<file path="config.mk">
export PLATFORM = sky130hd
export DESIGN_NAME = rfphoenix_fetch
export DESIGN_NICKNAME = d
export VERILOG_FILES = /design/src/rtl/rfphoenix_fetch_pkg.sv /design/src/rtl/rfphoenix_fetch_perf.sv /design/src/rtl/rfphoenix_fetch.sv
export SDC_FILE = /design/constraint.sdc
export NUM_CORES = 1
export LEC_CHECK = 0
export ABC_AREA = 1
export BUFFER_PORTS_ARGS = -buffer_cell sky130_fd_sc_hd__buf_2
export CORE_ASPECT_RATIO = 0.7
export CORE_MARGIN = 1
export CORE_UTILIZATION = 53
export DETAILED_ROUTE_END_ITERATION = 8
export PLACE_DENSITY = 0.95
export SLEW_MARGIN = 20
export SYNTH_ARGS = -nofsm -noshare
export SYNTH_HDL_FRONTEND = slang
export SYNTH_SLANG_ARGS = --single-unit
export TNS_END_PERCENT = 50
</file>
<file path="constraint.sdc">
create_clock -name clk -period 2.55 [get_ports clk]
set_input_delay 0.255 -clock clk [delete_from_list [all_inputs] [get_ports clk]]
set_output_delay 0.255 -clock clk [all_outputs]
set_load 0.02 [all_outputs]
</file>
<file path="src/rtl/rfphoenix_fetch_pkg.sv">
// Shared types for the rfPhoenix instruction fetch controller.
// Holds the fetch buffer record, the fetch FSM states and the reset PC default.
package rfPhoenixPkg;

  localparam logic [31:0] RFP_RSTPC = 32'hFFFD0000;

  typedef struct packed {
    logic [31:0] pc;
    logic [39:0] insn;
    logic        err;
  } InstructionFetchbuf;

  typedef enum logic [1:0] {
    ST_RESET = 2'd0,
    ST_REQ   = 2'd1,
    ST_WAIT  = 2'd2,
    ST_HALT  = 2'd3
  } fetch_state_e;

endpackage

</file>
<file path="src/rtl/rfphoenix_fetch_perf.sv">
// Performance counters for the fetch controller: delivered instructions and
// cycles lost to downstream back-pressure. Both counters wrap at 2^32.
module rfphoenix_fetch_perf (
  input  logic        clk,
  input  logic        rst,
  input  logic        i_fetch_inc,
  input  logic        i_stall_inc,
  output logic [31:0] o_fetch_cnt,
  output logic [31:0] o_stall_cnt
);

  logic [31:0] r_fetch_cnt;
  logic [31:0] r_stall_cnt;

  // Count delivered instructions and back-pressure stall cycles.
  always_ff @(posedge clk) begin
    if (rst) begin
      r_fetch_cnt <= '0;
      r_stall_cnt <= '0;
    end else begin
      if (i_fetch_inc) r_fetch_cnt <= r_fetch_cnt + 32'd1;
      if (i_stall_inc) r_stall_cnt <= r_stall_cnt + 32'd1;
    end
  end

  assign o_fetch_cnt = r_fetch_cnt;
  assign o_stall_cnt = r_stall_cnt;

endmodule

</file>
<file path="src/rtl/rfphoenix_fetch.sv">
// rfPhoenix instruction fetch controller: owns the PC, issues one request at a
// time to the I-cache and writes each returned instruction into the decode FIFO.
// Optional macro RFPHOENIX_FETCH_PERF_EN enables the fetch/stall perf counters;
// without it both counter outputs are tied to zero.
module rfphoenix_fetch
  import rfPhoenixPkg::*;
#(
  parameter logic [31:0] RSTPC      = RFP_RSTPC,
  parameter int          INSN_BYTES = 5
) (
  input  logic               rst,
  input  logic               clk,
  input  logic               almost_full,
  input  logic               redirect_v,
  input  logic [31:0]        redirect_pc,
  output logic               ic_req,
  output logic [31:0]        ic_adr,
  input  logic               ic_ack,
  input  logic [39:0]        ic_insn,
  input  logic               ic_err,
  output logic               wr,
  output InstructionFetchbuf ifbout,
  output logic [31:0]        pc,
  output logic               halted,
  output logic [31:0]        fetch_cnt,
  output logic [31:0]        stall_cnt
);

  fetch_state_e       r_state;
  logic [31:0]        r_pc;
  logic               r_ic_req;
  logic [31:0]        r_ic_adr;
  logic               r_wr;
  InstructionFetchbuf r_ifbout;
  logic               r_halted;
  // Set when a redirect lands while a request is outstanding; the data that
  // eventually returns for the stale address must be discarded.
  logic               r_squash;

  // Fetch FSM: request issue, ack handling, redirect and fault halt.
  always_ff @(posedge clk) begin
    if (rst) begin
      r_state  <= ST_RESET;
      r_pc     <= RSTPC;
      r_ic_req <= 1'b0;
      r_ic_adr <= '0;
      r_wr     <= 1'b0;
      r_ifbout <= '0;
      r_halted <= 1'b0;
      r_squash <= 1'b0;
    end else begin
      r_wr <= 1'b0;
      case (r_state)
        ST_RESET: r_state <= ST_REQ;
        ST_REQ: begin
          if (redirect_v) begin
            r_pc <= redirect_pc;
          end else if (!almost_full) begin
            r_ic_req <= 1'b1;
            r_ic_adr <= r_pc;
            r_state  <= ST_WAIT;
          end
        end
        ST_WAIT: begin
          if (ic_ack) begin
            r_ic_req <= 1'b0;
            if (r_squash || redirect_v) begin
              // Stale data: drop it and refetch from the (new) PC.
              r_squash <= 1'b0;
              if (redirect_v) r_pc <= redirect_pc;
              r_state <= ST_REQ;
            end else begin
              r_wr     <= 1'b1;
              r_ifbout <= '{pc: r_pc, insn: ic_insn, err: ic_err};
              if (ic_err) begin
                r_halted <= 1'b1;
                r_state  <= ST_HALT;
              end else begin
                r_pc    <= r_pc + 32'(INSN_BYTES);
                r_state <= ST_REQ;
              end
            end
          end else if (redirect_v) begin
            r_pc     <= redirect_pc;
            r_squash <= 1'b1;
          end
        end
        ST_HALT: begin
          if (redirect_v) begin
            r_pc     <= redirect_pc;
            r_halted <= 1'b0;
            r_state  <= ST_REQ;
          end
        end
        default: r_state <= ST_REQ;
      endcase
    end
  end

  assign ic_req = r_ic_req;
  assign ic_adr = r_ic_adr;
  assign wr     = r_wr;
  assign ifbout = r_ifbout;
  assign pc     = r_pc;
  assign halted = r_halted;

`ifdef RFPHOENIX_FETCH_PERF_EN
  logic w_fetch_inc;
  logic w_stall_inc;

  assign w_fetch_inc = (r_state == ST_WAIT) && ic_ack && !r_squash && !redirect_v;
  assign w_stall_inc = (r_state == ST_REQ) && !redirect_v && almost_full;

  rfphoenix_fetch_perf u_perf (
    .clk         (clk),
    .rst         (rst),
    .i_fetch_inc (w_fetch_inc),
    .i_stall_inc (w_stall_inc),
    .o_fetch_cnt (fetch_cnt),
    .o_stall_cnt (stall_cnt)
  );
`else
  assign fetch_cnt = '0;
  assign stall_cnt = '0;
`endif

endmodule

</file>
# Yosys cells after proc, flatten, opt, wreduce, memory -nomap -nowiden
# Index checks and enable logic that the tools add are counted.
[classes]
addsub = 1
eq_ne = 11
muxes = 25
bitwise = 5
n_reduce_logical = 15
[ops]
columns = ["cell", "count"]
rows = [
  ["32-bit 2-to-1 mux", 4],
  ["32-bit one-hot mux with 2 select lines", 1],
  ["32-bit by 3-bit adder with 32-bit output, second input constant", 1],
  ["2-bit 2-to-1 mux", 6],
  ["2-bit != test, second input constant", 6],
  ["1-bit 2-to-1 mux", 11],
  ["3-bit AND reduction", 3],
  ["2-bit one-hot mux with 4 select lines", 1],
  ["4-bit AND reduction", 2],
  ["2-bit nonzero test", 4],
  ["1-bit inverter", 5],
  ["5-bit AND reduction", 1],
  ["2-bit == test, second input constant", 2],
  ["4-bit != test, second input constant", 1],
  ["1-bit one-hot mux with 2 select lines", 2],
  ["3-bit OR reduction", 1],
  ["2-bit by 1-bit == test with 1-bit output, second input constant", 1],
  ["2-bit logical NOT", 1],
  ["2-bit by 1-bit != test with 1-bit output, second input constant", 1],
  ["2-bit AND reduction", 1],
  ["2-bit OR reduction", 1],
  ["1-bit logical OR", 1],
]
[word_totals]
register_bits = 143
input_bits = 78
out_inout_bits = 204
wordCells = 67

# Logic depth before layout (Yosys ltp)
[logic_depth]
word_depth = 5
mapped_depth = 12
ltp_nobuf = 12

# Worst setup path before layout
# OpenSTA, ideal clock, no wires.
[synth_timing]
kind = "reg-to-reg"
from = "register r_pc[1] (netlist: pc[1])"
to = "register r_pc[28] (netlist: pc[28])"
setup_ns = 0.115
arrival_ns = 1.504
t_required_ns = 2.435
path_slack_ns = 0.931
path_stages_with_launch = 13
path_buffers = 0
synth_period_minus_slack_ns = 1.619
cell_sequence = "dfxtp_1 ha_1 nor2_1 nor2_2 inv_1 nor2_2 nand2_1 nand2_1 nand2_1 nand2_1 nand2_1 nand2_1 nand2_1"
[synth_via]
elab_chain_cells = 5
[synth_rtl]
columns = ["item", "line_no", "source"]
rows = [
  ["from (decl)", "rfphoenix_fetch.sv:30", "logic [31:0] r_pc;"],
  ["from (signal assigned)", "rfphoenix_fetch.sv:57", "r_pc <= redirect_pc;"],
  ["from (signal assigned)", "rfphoenix_fetch.sv:70", "if (redirect_v) r_pc <= redirect_pc;"],
  ["from (signal assigned)", "rfphoenix_fetch.sv:79", "r_pc <= r_pc + 32'(INSN_BYTES);"],
  ["32-bit by 3-bit adder with 32-bit output", "rfphoenix_fetch.sv:79", ""],
  ["32-bit 2-to-1 mux", "rfphoenix_fetch.sv:75", "if (ic_err) begin"],
  ["32-bit 2-to-1 mux", "rfphoenix_fetch.sv:67", "if (r_squash || redirect_v) begin"],
  ["32-bit 2-to-1 mux", "rfphoenix_fetch.sv:65", "if (ic_ack) begin"],
  ["32-bit one-hot mux with 2 select lines", "rfphoenix_fetch.sv:53", "case (r_state)"],
]
# No other way between the ends. The select of a mux whose other input is x is not followed.
# A chain may end at the register's enable or synchronous reset.

# Final worst setup path
[layout_timing]
from = "register r_state[0]"
to = "register r_pc[10] (netlist: pc[10])"
[layout_via]
elab_chain_cells = 4
elab_cells_between_ends = 8
classes_between = "eq/ne (4); mux (1); reduce/logical (3)"
[layout_rtl]
columns = ["item", "line_no", "source"]
rows = [
  ["from (decl)", "rfphoenix_fetch.sv:29", "fetch_state_e r_state;"],
  ["from (signal assigned)", "rfphoenix_fetch.sv:43", "r_state <= ST_RESET;"],
  ["from (signal assigned)", "rfphoenix_fetch.sv:54", "ST_RESET: r_state <= ST_REQ;"],
  ["from (signal assigned)", "rfphoenix_fetch.sv:61", "r_state <= ST_WAIT;"],
  ["2-bit == test / 2-bit by 1-bit == test with 1-bit output (equally long branches)", "rfphoenix_fetch.sv:53", ""],
  ["2-bit OR reduction (no line)", "-", ""],
  ["2-bit nonzero test (no line)", "-", ""],
  ["2-bit AND reduction (no line)", "-", ""],
]
# Parallel ways exist; a longest one is shown, timed or not.

==> run_results.csv <==
group,metric,value,unit
status,status,"finished, final reports clean",
hold_path,min_path_type,"primary input to flop",
setup_path,r2r_setup_slack,0.47,ns
route,routed_wirelength,20600,µm
setup_path,required,2.85,ns
floorplanning,die_x,139,µm
logic_synthesis,ys_types,31,
logic_synthesis,async_flop_share,0,%
setup_path,crit_start,"r_state[0]",
clocking,htree_levels,4,
floorplanning,rows,34,
global_routing,grt_pass1_vias,6197,
logic_synthesis,netlist_area,7010,µm²
floorplanning,start_util,55.3,%
finish,multiInputGateArea,3400,µm²
setup_path,start_kind,"flop",
finish,layout_commonest_cell,"buf_2",
timing,final_max_slew_viol_count,0,
timing,setup_viol_count_final,0,
clocking,clk_latency,0.42,ns
global_routing,grt_pass1_wl,32600,µm
route,ant_nets,0,
power_and_ir_drop,leakage,0.00413,µW
clocking,cts_resized,0,
setup_path,r2r_start,"r_state[0]",
power_and_ir_drop,peakVddDrop,0.610,mV
place,gp_congestion,0.992,
clocking,cts.sinks,143,
setup_path,cp-end-kind,"flop",
place,place_hpwl,14800,µm
floorplanning,io_pins,282,
clocking,cts_buffers,17,
floorplanning,core-area,12700,µm²
logic_synthesis,ys_ff_latch,143,
power_and_ir_drop,power.density,1030,nW/µm²
finish,regArea,2860,µm²
global_routing,grt_max_degree,64,
logic_synthesis,netlist_instances,1006,
timing,tns,0,ns
setup_path,rr_worst_depth,9,
logic_synthesis,yosysTopAreaCell,"dfxtp_1",
global_routing,grt-ovfl-total,0,
timing,rsz0062_at_grt,"no",
logic_synthesis,seq_area_frac_synth,40.8,%
clocking,holdBufCountCts,0,
clocking,cts_setup_buffers,0,
finish,final_cell_mix,"217 x buf_2, 181 x nand2_1, 152 x nor2_1",
timing,skew,0.0128,ns
job,cap_viol_max_count,0,
floorplanning,die_y,98.2,µm
setup_path,crit_arrival,2.38,ns
global_routing,antenna_found_initial,0,
route,drtIter0Drc,656,
timing,max_freq,481,MHz
timing,period_share,81.5,%
global_routing,grt_usage,30.1,%
setup_path,worstSetupPathType,"flop to flop",
logic_synthesis,ys_top_cells_by_area,"dfxtp_1 41%, nand2_1 9.7%, o21ai_0 9.0%",
logic_synthesis,ys_warn_count,0,
finish,layout-drive-gt1-share,23.8,%
place,port-buffer-count,217,
logic_synthesis,post_synth.cell_area_avg,6.97,µm²
logic_synthesis,synth_edf_count,0,
setup_path,r2r_end,"pc[10]",
route,vias,7161,
place,placed_cell_area,7870,µm²
finish,finalNetCount,1280,
finish,final_design_area_no_fill,8440,µm²
timing,slew_headroom,55.5,%
finish,areaGrowthSynthToFinish,20.3,%
power_and_ir_drop,p_total,8720,µW
setup_path,crit_end,"pc[10]",
timing,hold_viol,0,
clocking,root_buffer,"clkbuf_16",
route,routed_via_density,5.22,
floorplanning,die_area,13700,µm²
route,wl_per_cell,15.0,µm
logic_synthesis,synth_flop_cell,"dfxtp_1",
route,drt-pass1-iter-count,5,
logic_synthesis,synth_top_area_share,40.8,%
timing,period_needed,2.08,ns
finish,antennaDiodeCount,0,
setup_path,critPathMaxFanout,18,
clocking,clock_path_buffers,2,
clocking,cts_tree,"done",
route,drc_errors,0,
timing,worst_slew_pin_slew,0.667,ns
clocking,cts.clk_slew.worst_paths,0.07,ns
finish,fillers,1127,
## report_power, final
part / total, µW / leakage (µW) / internal, µW / switching (µW)
clock network: 2380 / 0.000270 / 1310 / 1070
logic: 3240 / 0.00270 / 980 / 2260
registers: 3100 / 0.00116 / 2640 / 461
total: 8720 / 0.00413 / 4930 / 3800
## layer usage
metal	wire (µm)	global-route usage [%]	part of all wire, %	vias up
li1	-	-	-	3525
met1	9110	42.8	44	3203
met2	8770	43.6	43	404
met3	2330	8.97	11	29
met4	357	8.89	1.7	0
met5	0	0	0	-
## Yosys cell counts (10+ instances only)
| master | instances |
|---|---|
| buf_2 | 13 |
| inv_1 | 52 |
| nand3_1 | 25 |
| buf_4 | 73 |
| o21ai_1 | 32 |
| o21ai_0 | 126 |
| nor2_2 | 10 |
| clkbuf_1 | 30 |
| a21oi_1 | 121 |
| nor2_1 | 152 |
| dfxtp_1 | 143 |
| nand2_1 | 181 |
## final cells by class
| type | instances | area share, % |
|---|---|---|
| Tap cell | 162 | 2.40 |
| Sequential cell | 143 | 33.9 |
| Clock buffer | 18 | 5.21 |
| Timing Repair Buffer | 228 | 14.2 |
| Clock inverter | 14 | 1.45 |
| Multi-Input combinational cell | 748 | 40.3 |
| Inverter | 58 | 2.58 |
## critical path, cell delays in order, from the launching register on
cell and delay (ns):
dfxtp_1 0.35, inv_1 0.09, ha_1 0.22, nand2_1 0.08, inv_2 0.07, nand2_2 0.08, o21ai_4 0.41, inv_2 0.27
o21ai_0 0.29, a21oi_1 0.08
## logic make-up (layout without fill, tap and decap cells)
group                    after synthesis  count (layout)  share of synthesized area [%]
AND/OR/NAND/NOR                      385             385                           22.3
AO/OA/AOI/OAI                        287             287                           20.9
buffers and inverters                178             318                           14.1
flip-flops                           143             143                           40.8
adder cells (fa/ha/maj)                6               6                           1.07
XOR/XNOR                               6               6                          0.749
other                                  1              64                         0.0535
## flip-flops by register name (all words and copies together) (netlist names)
register  cells
ifbout       73
ic_adr       32
pc           32
r_state       2
halted        1
ic_req        1
r_squash      1
wr            1
## worst min-delay path by stage
stage | startpoint | to | slack (ns) | cells past startpoint
6_report | ic_insn[31] | ifbout[32] | 0.08 | 3
5_1_grt | ic_insn[5] | ifbout[6] | 0.07 | 3
4_1_cts | ic_insn[31] | ifbout[32] | 0.06 | 3
3_5_place_dp | ifbout[0] | ifbout[0] | 0.46 | 2
3_3_place_gp | ifbout[0] | ifbout[0] | 0.45 | 2
2_1_floorplan | ic_err | ifbout[0] | 0.40 | 2
## stage by stage
step	util, %	std cells	hold WS [ns]	worst slack, ns
2_1_floorplan	-	1069	0.398	0.931
3_3_place_gp	62.1	1339	0.453	0.698
3_5_place_dp	62.1	1339	0.461	0.603
4_1_cts	66.5	1371	0.0623	0.483
5_1_grt	66.5	1371	0.0702	0.326
6_report	66.5	1371	0.0753	0.471
Note: power is estimated with default switching activity, not from simulation.
